<file path="config.mk">
export PLATFORM = sky130hd
export DESIGN_NAME = load_store_unit
export DESIGN_NICKNAME = d
export VERILOG_FILES = /design/src/rtl/load_store_unit.sv
export SDC_FILE = /design/constraint.sdc
export NUM_CORES = 1
export LEC_CHECK = 0
export ABC_CLOCK_PERIOD_IN_PS = 6000
export CORE_MARGIN = 1
export CORE_UTILIZATION = 46
export CTS_CLUSTER_SIZE = 16
export DETAILED_ROUTE_END_ITERATION = 6
export PLACE_DENSITY = 0.89
export SYNTH_ARGS = -nofsm -noshare
export SYNTH_HDL_FRONTEND = slang
export SYNTH_SLANG_ARGS = --single-unit
</file>
<file path="constraint.sdc">
create_clock -name clk -period 6 [get_ports clk]
set_input_delay 0.9 -clock clk [delete_from_list [all_inputs] [get_ports clk]]
set_output_delay 0.9 -clock clk [all_outputs]
set_load 0.01 [all_outputs]
</file>
<file path="src/rtl/load_store_unit.sv">
// Load/store unit: one outstanding RV32I access between a pipeline request/response
// handshake and a word-wide memory port. It handles byte lanes, sign extension and bus timeout.
module load_store_unit #(
  parameter int TIMEOUT = 15
) (
  input  logic        clk,
  input  logic        reset,
  input  logic        req_valid,
  output logic        req_ready,
  input  logic        req_is_store,
  input  logic [2:0]  req_funct3,
  input  logic [31:0] req_addr,
  input  logic [31:0] req_wdata,
  output logic        rsp_valid,
  input  logic        rsp_ready,
  output logic [31:0] rsp_rdata,
  output logic        rsp_error,
  output logic        mem_read,
  output logic        mem_write,
  output logic [31:0] mem_address,
  output logic [31:0] mem_write_data,
  output logic [3:0]  mem_byte_en,
  input  logic        mem_ack,
  input  logic [31:0] mem_read_data
);

  typedef enum logic [1:0] {
    IDLE   = 2'd0,
    ACCESS = 2'd1,
    RESP   = 2'd2
  } state_t;

  localparam logic [7:0] TIMEOUT_LAST = 8'(TIMEOUT - 1);

  state_t      state_r, state_s;
  logic [7:0]  cnt_r, cnt_s;
  logic        is_store_r, is_store_s;
  logic [2:0]  funct3_r, funct3_s;
  logic [31:0] addr_r, addr_s;
  logic [31:0] wdata_r, wdata_s;
  logic        req_ready_r, req_ready_s;
  logic        rsp_valid_r, rsp_valid_s;
  logic        rsp_error_r, rsp_error_s;
  logic [31:0] rsp_rdata_r, rsp_rdata_s;
  logic        mem_read_r, mem_read_s;
  logic        mem_write_r, mem_write_s;
  logic [31:0] mem_address_r, mem_address_s;
  logic [31:0] mem_write_data_r, mem_write_data_s;
  logic [3:0]  mem_byte_en_r, mem_byte_en_s;

  function automatic logic is_legal(input logic st, input logic [2:0] f3);
    logic ok;
    if (st) begin
      case (f3)
        3'b000, 3'b001, 3'b010: ok = 1'b1;
        default:                ok = 1'b0;
      endcase
    end else begin
      case (f3)
        3'b000, 3'b001, 3'b010, 3'b100, 3'b101: ok = 1'b1;
        default:                                ok = 1'b0;
      endcase
    end
    return ok;
  endfunction

  function automatic logic is_misaligned(input logic [2:0] f3, input logic [1:0] a);
    logic mis;
    case (f3[1:0])
      2'b01:   mis = a[0];
      2'b10:   mis = (a != 2'b00);
      default: mis = 1'b0;
    endcase
    return mis;
  endfunction

  function automatic logic [3:0] byte_mask(input logic [2:0] f3, input logic [1:0] a);
    logic [3:0] m;
    case (f3[1:0])
      2'b00:   m = 4'b0001 << a;
      2'b01:   m = 4'b0011 << a;
      2'b10:   m = 4'b1111;
      default: m = 4'b0000;
    endcase
    return m;
  endfunction

  function automatic logic [31:0] lane_data(input logic st, input logic [2:0] f3, input logic [31:0] wd);
    logic [31:0] d;
    if (!st) begin
      d = 32'd0;
    end else begin
      case (f3[1:0])
        2'b00:   d = {4{wd[7:0]}};
        2'b01:   d = {2{wd[15:0]}};
        default: d = wd;
      endcase
    end
    return d;
  endfunction

  // Shift the addressed lane down to bit 0, then size and extend it.
  function automatic logic [31:0] load_format(input logic [2:0] f3, input logic [1:0] a,
                                              input logic [31:0] word);
    logic [31:0] s;
    logic [31:0] r;
    s = word >> {a, 3'b000};
    case (f3)
      3'b000:  r = {{24{s[7]}}, s[7:0]};
      3'b100:  r = {24'd0, s[7:0]};
      3'b001:  r = {{16{s[15]}}, s[15:0]};
      3'b101:  r = {16'd0, s[15:0]};
      3'b010:  r = word;
      default: r = 32'd0;
    endcase
    return r;
  endfunction

  // Next-state and next-output decode; every output is registered below.
  always_comb begin
    state_s          = state_r;
    cnt_s            = cnt_r;
    is_store_s       = is_store_r;
    funct3_s         = funct3_r;
    addr_s           = addr_r;
    wdata_s          = wdata_r;
    req_ready_s      = req_ready_r;
    rsp_valid_s      = rsp_valid_r;
    rsp_error_s      = rsp_error_r;
    rsp_rdata_s      = rsp_rdata_r;
    mem_read_s       = mem_read_r;
    mem_write_s      = mem_write_r;
    mem_address_s    = mem_address_r;
    mem_write_data_s = mem_write_data_r;
    mem_byte_en_s    = mem_byte_en_r;
    case (state_r)
      IDLE: begin
        if (req_ready_r && req_valid) begin
          is_store_s  = req_is_store;
          funct3_s    = req_funct3;
          addr_s      = req_addr;
          wdata_s     = req_wdata;
          req_ready_s = 1'b0;
          if (is_legal(req_is_store, req_funct3) && !is_misaligned(req_funct3, req_addr[1:0])) begin
            state_s          = ACCESS;
            cnt_s            = 8'd0;
            mem_read_s       = !req_is_store;
            mem_write_s      = req_is_store;
            mem_address_s    = {req_addr[31:2], 2'b00};
            mem_byte_en_s    = byte_mask(req_funct3, req_addr[1:0]);
            mem_write_data_s = lane_data(req_is_store, req_funct3, req_wdata);
          end else begin
            state_s     = RESP;
            rsp_valid_s = 1'b1;
            rsp_error_s = 1'b1;
            rsp_rdata_s = 32'd0;
          end
        end else begin
          req_ready_s = 1'b1;
        end
      end
      ACCESS: begin
        if (mem_ack) begin
          state_s          = RESP;
          mem_read_s       = 1'b0;
          mem_write_s      = 1'b0;
          mem_address_s    = 32'd0;
          mem_byte_en_s    = 4'd0;
          mem_write_data_s = 32'd0;
          rsp_valid_s      = 1'b1;
          rsp_error_s      = 1'b0;
          rsp_rdata_s      = is_store_r ? 32'd0 : load_format(funct3_r, addr_r[1:0], mem_read_data);
        end else if (cnt_r == TIMEOUT_LAST) begin
          // Ack loses only when absent: an ack on the last allowed cycle still completes.
          cnt_s            = cnt_r + 8'd1;
          state_s          = RESP;
          mem_read_s       = 1'b0;
          mem_write_s      = 1'b0;
          mem_address_s    = 32'd0;
          mem_byte_en_s    = 4'd0;
          mem_write_data_s = 32'd0;
          rsp_valid_s      = 1'b1;
          rsp_error_s      = 1'b1;
          rsp_rdata_s      = 32'd0;
        end else begin
          cnt_s            = cnt_r + 8'd1;
          mem_read_s       = !is_store_r;
          mem_write_s      = is_store_r;
          mem_address_s    = {addr_r[31:2], 2'b00};
          mem_byte_en_s    = byte_mask(funct3_r, addr_r[1:0]);
          mem_write_data_s = lane_data(is_store_r, funct3_r, wdata_r);
        end
      end
      RESP: begin
        if (rsp_ready) begin
          state_s     = IDLE;
          rsp_valid_s = 1'b0;
          rsp_error_s = 1'b0;
          rsp_rdata_s = 32'd0;
          req_ready_s = 1'b1;
        end else begin
          rsp_valid_s = 1'b1;
        end
      end
      default: begin
        state_s          = IDLE;
        cnt_s            = 8'd0;
        req_ready_s      = 1'b0;
        rsp_valid_s      = 1'b0;
        rsp_error_s      = 1'b0;
        rsp_rdata_s      = 32'd0;
        mem_read_s       = 1'b0;
        mem_write_s      = 1'b0;
        mem_address_s    = 32'd0;
        mem_byte_en_s    = 4'd0;
        mem_write_data_s = 32'd0;
      end
    endcase
  end

  // State, captured request and output registers; reset forces IDLE with all outputs low.
  always_ff @(posedge clk or posedge reset) begin
    if (reset) begin
      state_r          <= IDLE;
      cnt_r            <= 8'd0;
      is_store_r       <= 1'b0;
      funct3_r         <= 3'd0;
      addr_r           <= 32'd0;
      wdata_r          <= 32'd0;
      req_ready_r      <= 1'b0;
      rsp_valid_r      <= 1'b0;
      rsp_error_r      <= 1'b0;
      rsp_rdata_r      <= 32'd0;
      mem_read_r       <= 1'b0;
      mem_write_r      <= 1'b0;
      mem_address_r    <= 32'd0;
      mem_write_data_r <= 32'd0;
      mem_byte_en_r    <= 4'd0;
    end else begin
      state_r          <= state_s;
      cnt_r            <= cnt_s;
      is_store_r       <= is_store_s;
      funct3_r         <= funct3_s;
      addr_r           <= addr_s;
      wdata_r          <= wdata_s;
      req_ready_r      <= req_ready_s;
      rsp_valid_r      <= rsp_valid_s;
      rsp_error_r      <= rsp_error_s;
      rsp_rdata_r      <= rsp_rdata_s;
      mem_read_r       <= mem_read_s;
      mem_write_r      <= mem_write_s;
      mem_address_r    <= mem_address_s;
      mem_write_data_r <= mem_write_data_s;
      mem_byte_en_r    <= mem_byte_en_s;
    end
  end

  assign req_ready      = req_ready_r;
  assign rsp_valid      = rsp_valid_r;
  assign rsp_error      = rsp_error_r;
  assign rsp_rdata      = rsp_rdata_r;
  assign mem_read       = mem_read_r;
  assign mem_write      = mem_write_r;
  assign mem_address    = mem_address_r;
  assign mem_write_data = mem_write_data_r;
  assign mem_byte_en    = mem_byte_en_r;

endmodule

</file>
Yosys cells after proc, flatten, opt, wreduce, memory -nomap -nowiden
Cells that the tools add are included.
Widths: inputs -> output; s select.
{"block": "word_totals", "wordCells": 133, "inputBits": 105, "register_bits": 183, "out_inout_bits": 105}
{"block": "op_classes", "n_eq_ne": 21, "n_reduce_logical": 20, "add_sub_neg": 1, "shift": 5, "n_mux": 69, "bitwise_logic": 2}
{"operator": "$mux 32", "count": 16}
{"operator": "$pmux 32 s3", "count": 3}
{"operator": "$pmux 32 s5", "count": 1}
{"operator": "$pmux 32 s2", "count": 2}
{"operator": "$pmux 4 s3", "count": 3}
{"operator": "$shr 32x5->16", "count": 1}
{"operator": "$mux 1", "count": 24}
{"operator": "$mux 8", "count": 3}
{"operator": "$pmux 8 s3", "count": 1}
{"operator": "$mux 4", "count": 4}
{"operator": "$pmux 1 s3", "count": 5}
{"operator": "$eq 3x3->1 const B", "count": 4}
{"operator": "$mux 2", "count": 5}
{"operator": "$ne 2x2->1 const B", "count": 5}
{"operator": "$reduce_and 3->1", "count": 3}
{"operator": "$add 8x1->8 const B", "count": 1}
{"operator": "$eq 8x4->1 const B", "count": 1}
{"operator": "$reduce_and 4->1", "count": 2}
{"operator": "$shl 1x2->4 const A", "count": 2}
{"operator": "$shl 2x2->4 const A", "count": 2}
{"operator": "$eq 2x1->1 const B", "count": 3}
{"operator": "$eq 2x2->1 const B", "count": 3}
{"operator": "$eq 3x1->1 const B", "count": 2}
{"operator": "$eq 3x2->1 const B", "count": 2}
{"operator": "other kinds (12)", "count": 20}

Depth between registers and ports, before layout
{"block": "logic_depth", "depth_word": 10, "ltp_mapped": 10, "depth_no_buf": 7}

Least setup slack after synthesis
No wires, ideal clock.
{"block": "synth_timing", "path_kind": "input -> register", "startpoint": "input port req_funct3[1]", "endpoint": "register rsp_rdata_r[0], in the netlist rsp_rdata[0]", "setup_ps": 121, "arrival_ps": 2483, "n_path_buf": 2, "path_stages": 9, "path_slack_ps": 3397, "cell_sequence": "inv_1 > ha_1 > nor2_2 > a221oi_2 > a31o_1 > or2_1 > buf_2 > buf_6 > a22o_1"}
{"block": "synth_between", "elab_chain_cells": 9}
{"element": "start: declaration", "line_no": "11", "rtl": "input logic [2:0] req_funct3,"}
{"element": "$eq 3x1->1, or another cell as far along", "line_no": "54, 59"}
{"element": "$reduce_or 5->1 or $reduce_or 3->1 (tied branches)", "line_no": "59, 54"}
{"element": "$mux 1 (on tied branches)", "line_no": "59, 54"}
{"element": "$mux 1", "line_no": "53", "rtl": "if (st) begin"}
{"element": "$mux 1", "line_no": "138", "rtl": "if (req_ready_r && req_valid) begin"}
{"element": "$mux 1", "line_no": "136", "rtl": "case (state_r)"}
{"element": "$logic_and 1x1->1 (*)", "line_no": "144", "rtl": "if (is_legal(req_is_store, req_funct3) && !is_misaligned(req_funct3, req_addr[1:0])) begin"}
{"element": "$ne 2x2->1 (no line) (*)"}
{"element": "$reduce_and 4->1 (no line) (*)"}
{"element": "end signal: assignment", "line_no": "249", "rtl": "rsp_rdata_r <= rsp_rdata_s;"}
{"element": "end: declaration", "line_no": "44", "rtl": "logic [31:0] rsp_rdata_r, rsp_rdata_s;"}
Mark *: on every way between the ends. The rest lies on a longest branch, timed or not. The select of a mux whose other input is x is not followed.
A chain may end at the register's enable or synchronous reset.

Final worst setup path
{"block": "layout_timing", "startpoint": "input port req_funct3[1]", "endpoint": "register rsp_rdata_r[4], in the netlist rsp_rdata[4]"}
Same word-level chain as after synthesis.

==> results <==
- 0 antenna diodes ended up in the layout.
- Entering global routing, the biggest net connects 91 pins.
- The routing usage on met2 is 41.7%.
- The max-slew headroom at the worst pin is between 15 and 20%.
- The combinational family with the most area after synthesis is compound AO/OA/AOI/OAI gates.
- After layout, the minimum clock period comes to between 4 and 5 ns.
- Global routing consumed, on the met3 layer, under 10% of the routing resources.
- Setup violations remaining at the end of the flow were counted as 0.
- The via count of the first global-routing pass was ~7500.
- Combinational logic is responsible for between 40% and 50% of the overall power.
- The area share of xor/xnor cells in the synthesized design is 0%.
- The part of the total power dissipated in sequential elements is ~37%.
- The mean cell area of the mapped netlist is just over 10 um2.
- The combined area of all synthesized cells is 0.00901 mm2.
- The count of different cell masters after synthesis is 55.
- Dividing the detail-routed wire length by the instance count gives slightly below 20 um.
- By area the synthesized netlist is led by sky130_fd_sc_hd__dfrtp_1 50%, sky130_fd_sc_hd__mux2_2 9.2%, sky130_fd_sc_hd__a21oi_1 4.3%.
- The number of design rule violations left after detail routing is 0.
- The floorplan step defined a die boundary enclosing between 0.02 and 0.025 mm2.
- The internal portion of the total power is ~0.0036 W.
- Clock-pin slew was measured on the worst setup and hold paths at roughly 0.06 ns.
- The H-tree was split into 4 levels.
- The analysis attributes to net switching a power of about 0.0021 W.
- In this run the standard cell core region covers 0.0190 mm2.
- The routed via count divided by cell count is slightly below 6.
- The clock root buffer is sky130_fd_sc_hd__clkbuf_16.
- The number of cell instances on the worst register-to-register path is 6.
- The share of flip-flops with an asynchronous set or reset after synthesis is 100%.
- The most used routing layer is met2.
- The flow ran to the end, and the final reports show no timing, DRC or antenna violations.
- After technology mapping, the gate count stands at roughly 880.
- Setup total negative slack on the finished layout was measured at 0 ns.
- Based on the critical path, the design can be clocked at up to ~240 MHz.
- The total overflow left after global routing is 0.
- The aggregate global-route resource usage is ~26%.
- The number of gates resized after CTS is 0.
- The clock sink count is around 180.
- The largest single stage delay on the critical path is 0.88 ns.
- The HPWL after detailed placement is approximately 17 mm.
- TritonCTS created 17 clock buffers.
- The count of routing violations after the opening detailed-route iteration is approximately 740.
- The Yosys step of the flow raised 0 warnings.
- The number of placement rows is 50.
- The post-synthesis simple-gate area fraction is approximately a tenth.
- The launching element type of the critical path is a primary input.
- The synthesized-area fraction occupied by adder cells is less than 1%.
- TritonCTS built the clock tree.
- The worst setup path is of the in2reg kind.
- Across the VDD grid, the largest voltage drop is about 0.26 mV.
- Setup repair after global routing left no endpoint under its margin.
- The floorplan step set the die height to ~140 um.
- The final routed wirelength across all metal layers is between 20 and 30 mm.
- The cell with the biggest individual delay on the critical path is sky130_fd_sc_hd__or2_1.
- The area growth from synthesis to final layout is 31.3%.
- The area share of the largest cell type after synthesis is roughly 50%.
- The total of max-cap violations is 0.
- In this run, synthesis produced a sequential element count of roughly 180.
- Counting instances, the worst hold path has a depth of 1.
- The effective utilization at floorplan is between 40% and 50%.
- The cell family with the largest share of critical-path delay is compound AO/OA/AOI/OAI gates.
- The total count of max-transition violations in the final report was 0.
- The quantity of I/O buffers inserted on ports is slightly above 200.
- The area fraction in compound gates after synthesis is 22.1%.
- The number of nets still failing antenna checks after routing is 0.
- The cell count after placement is ~1300.
- The capturing element type of the critical path is a register.
- The number of iterations in the first detailed-routing pass is 5.
- Hold repair after CTS inserted 0 buffers.
- The first global-routing pass estimated between 40 and 50 mm of wire.
- The share of power burned in the clock network is between 20 and 25%.
- The final setup skew is between 0.006 and 0.007 ns.
- For this run, the post-layout net count is roughly 1200.
- The count of cells in the finished layout, fillers not included, comes to 1318.
- The required time of the worst setup path is 6.36 ns.
- The cell type with the largest total area after synthesis is sky130_fd_sc_hd__dfrtp_1.
- The final estimated routing congestion in global placement is roughly 0.9.
- The transition time at the pin with the least slew margin is about 1.2 ns.
- No sink is reached through more buffers than the 2 on the longest clock path.
- Measured against the total synthesized area, the mux share comes to a little over an eighth.
- Yosys mapped a number of flops with a built-in enable equal to 0.
- The initial antenna violation count is 0.
- The data arrival time of the worst path is approximately 4.5 ns.
- The number of failing hold endpoints at the final stage is 0.
- The share of total power consumed by net switching is around 37%.
- Summing over every cut layer, the via total after detailed routing is a little under 8000.
- The clock latency at the later pin of the worst-skew pair is between 0.4 and 0.5 ns.
- The core utilization of the finished layout is a little over three fifths.
- The post-CTS repair timing setup buffer count is 0.
- In the synthesized netlist the dominant register cell turns out to be sky130_fd_sc_hd__dfrtp_1.
- For this design the ratio of total power to cell area is ~480 mW/mm2.
- The ratio of final minimum period to clock period is 69.6%.
- The critical-path maximum fanout is 33.
- The die span in x is 142 um.
- In this run the count of I/O pins placed on the die edge is 210.
- The fraction of final layout cells with drive strength greater than 1 is between 10% and 20%.
- The smallest hold slack is 0.475 ns.
- The leakage dissipation is between 5 and 6 nW.
- Of the synthesized area, sequential elements account for slightly above 50%.
- For this run, global-route usage on met1 was measured as between 30% and 40%.
- Fill cells in the final layout number around 1500.
- Counting both buffers and inverters, the worst setup path holds a total of 2.
- The worst min-delay path class is reg2reg.
- The number of stages on the worst setup path is 8.
- The signal on the critical path passes through clkdlybuf4s50_1, inv_1, ha_1, nor2_2, a221oi_2, a31o_1, or2_1, a22o_1.
cell usage in the layout (no fill, tap or decap), types with 2 or more instances in the layout:
cell type                           n
sky130_fd_sc_hd__a21o_1            29
sky130_fd_sc_hd__clkbuf_16         17
sky130_fd_sc_hd__clkinv_4           3
sky130_fd_sc_hd__clkbuf_1           2
sky130_fd_sc_hd__nor3b_1            5
sky130_fd_sc_hd__nor3_1             5
sky130_fd_sc_hd__bufinv_16          3
sky130_fd_sc_hd__nand2b_1           4
sky130_fd_sc_hd__inv_1              8
sky130_fd_sc_hd__nand2_1           92
sky130_fd_sc_hd__a211oi_1           3
sky130_fd_sc_hd__buf_4             10
sky130_fd_sc_hd__mux2_2            74
sky130_fd_sc_hd__and2_1            10
sky130_fd_sc_hd__o21ai_1           44
sky130_fd_sc_hd__nor2_1            20
sky130_fd_sc_hd__a31oi_1            3
sky130_fd_sc_hd__nor2b_1           36
sky130_fd_sc_hd__a22oi_1           38
sky130_fd_sc_hd__conb_1             2
sky130_fd_sc_hd__ha_1               6
sky130_fd_sc_hd__a22o_1            31
sky130_fd_sc_hd__a21oi_1           77
sky130_fd_sc_hd__mux2i_1           32
sky130_fd_sc_hd__o22ai_1           16
sky130_fd_sc_hd__o31ai_1            3
sky130_fd_sc_hd__clkdlybuf4s50_1  207
sky130_fd_sc_hd__o21ai_0           61
sky130_fd_sc_hd__dfrtp_1          181
sky130_fd_sc_hd__nand3_1            2
sky130_fd_sc_hd__clkbuf_8           3
synthesized netlist by cell type, drive strengths merged, types with 21 or more instances:
library cell / n
a21o: 29
a21oi: 78
a22o: 31
a22oi: 38
buf: 33
clkbuf: 31
dfrtp: 181
mux2: 74
mux2i: 32
nand2: 93
nor2: 21
nor2b: 36
o21ai: 105
metrics by stage:
| stage | total power [W] | setup slack (ns) | instance area [um2] |
|---|---|---|---|
| 2_1_floorplan | 0.00354 | 0.185 | 9010 |
| 3_3_place_gp | 0.00441 | 1.60 | 11200 |
| 3_5_place_dp | 0.00451 | 1.49 | 11200 |
| 4_1_cts | 0.00567 | 1.94 | 11800 |
| 5_1_grt | 0.00599 | 1.61 | 11800 |
| 6_report | 0.00567 | 1.82 | 11800 |
sequential cells by signal (all words and copies together) (netlist names):
register / count
is_store_r: 1
cnt_r: 8
addr_r: 32
rsp_error: 1
req_ready: 1
mem_read: 1
mem_write_data: 32
rsp_rdata: 32
wdata_r: 32
state_r: 2
mem_write: 1
rsp_valid: 1
mem_byte_en: 4
funct3_r: 3
mem_address: 30
worst paths after layout:
check	slack, ns	to	from
worst max-delay path	1.82	rsp_rdata[4]	req_funct3[1]
worst min-delay path	0.47	rsp_rdata[31]	rsp_rdata[31]
worst max register to register	3.12	rsp_rdata[4]	state_r[0]
worst min register to register	0.47	rsp_rdata[31]	rsp_rdata[31]
max in group asynchronous	3.83	mem_address[3]	reset
min in group asynchronous	0.99	addr_r[26]	reset
kinds of logic (layout without fill, tap and decap cells):
logic type	after synthesis	in the layout
AOI/OAI and AO/OA	321	321
adders and majority gates	6	6
buffers and inverters	73	255
DFF	181	181
muxes	107	107
other	1	2
and+or+nand+nor	186	186
routing by layer:
metal / up-vias / wire [um]
met1: 3811 / 10600
met4: 0 / 676
met3: 57 / 1980
li1: 3509 / -
met2: 406 / 12200
met5: - / 0
final cells by class:
type	count	area, um2	area share [%]
Sequential cell	181	4530	38.3
Clock inverter	7	124	1.05
Inverter	9	38.8	0.328
Tap cell	260	325	2.75
Multi-Input combinational cell	622	4190	35.4
Clock buffer	22	474	4.01
Timing Repair Buffer	217	2150	18.1
power by group through the flow:
stage | clock network, W | logic, W | registers (W)
floorplan | 0 | 0.00145 | 0.00209
global placement | 0 | 0.00232 | 0.00210
detailed placement | 0 | 0.00239 | 0.00212
CTS | 0.00116 | 0.00240 | 0.00211
global route | 0.00121 | 0.00260 | 0.00218
finish | 0.00115 | 0.00240 | 0.00212
worst reg2reg max path, stage by stage, from the launching register on:
cell and delay, ns:
sky130_fd_sc_hd__dfrtp_1 0.32, sky130_fd_sc_hd__buf_4 0.44, sky130_fd_sc_hd__nor3b_2 0.35, sky130_fd_sc_hd__o41a_1 0.33, sky130_fd_sc_hd__a31o_1 0.21, sky130_fd_sc_hd__or2_1 0.88, sky130_fd_sc_hd__a22o_1 0.29
Power figures use the tool's default switching activity.
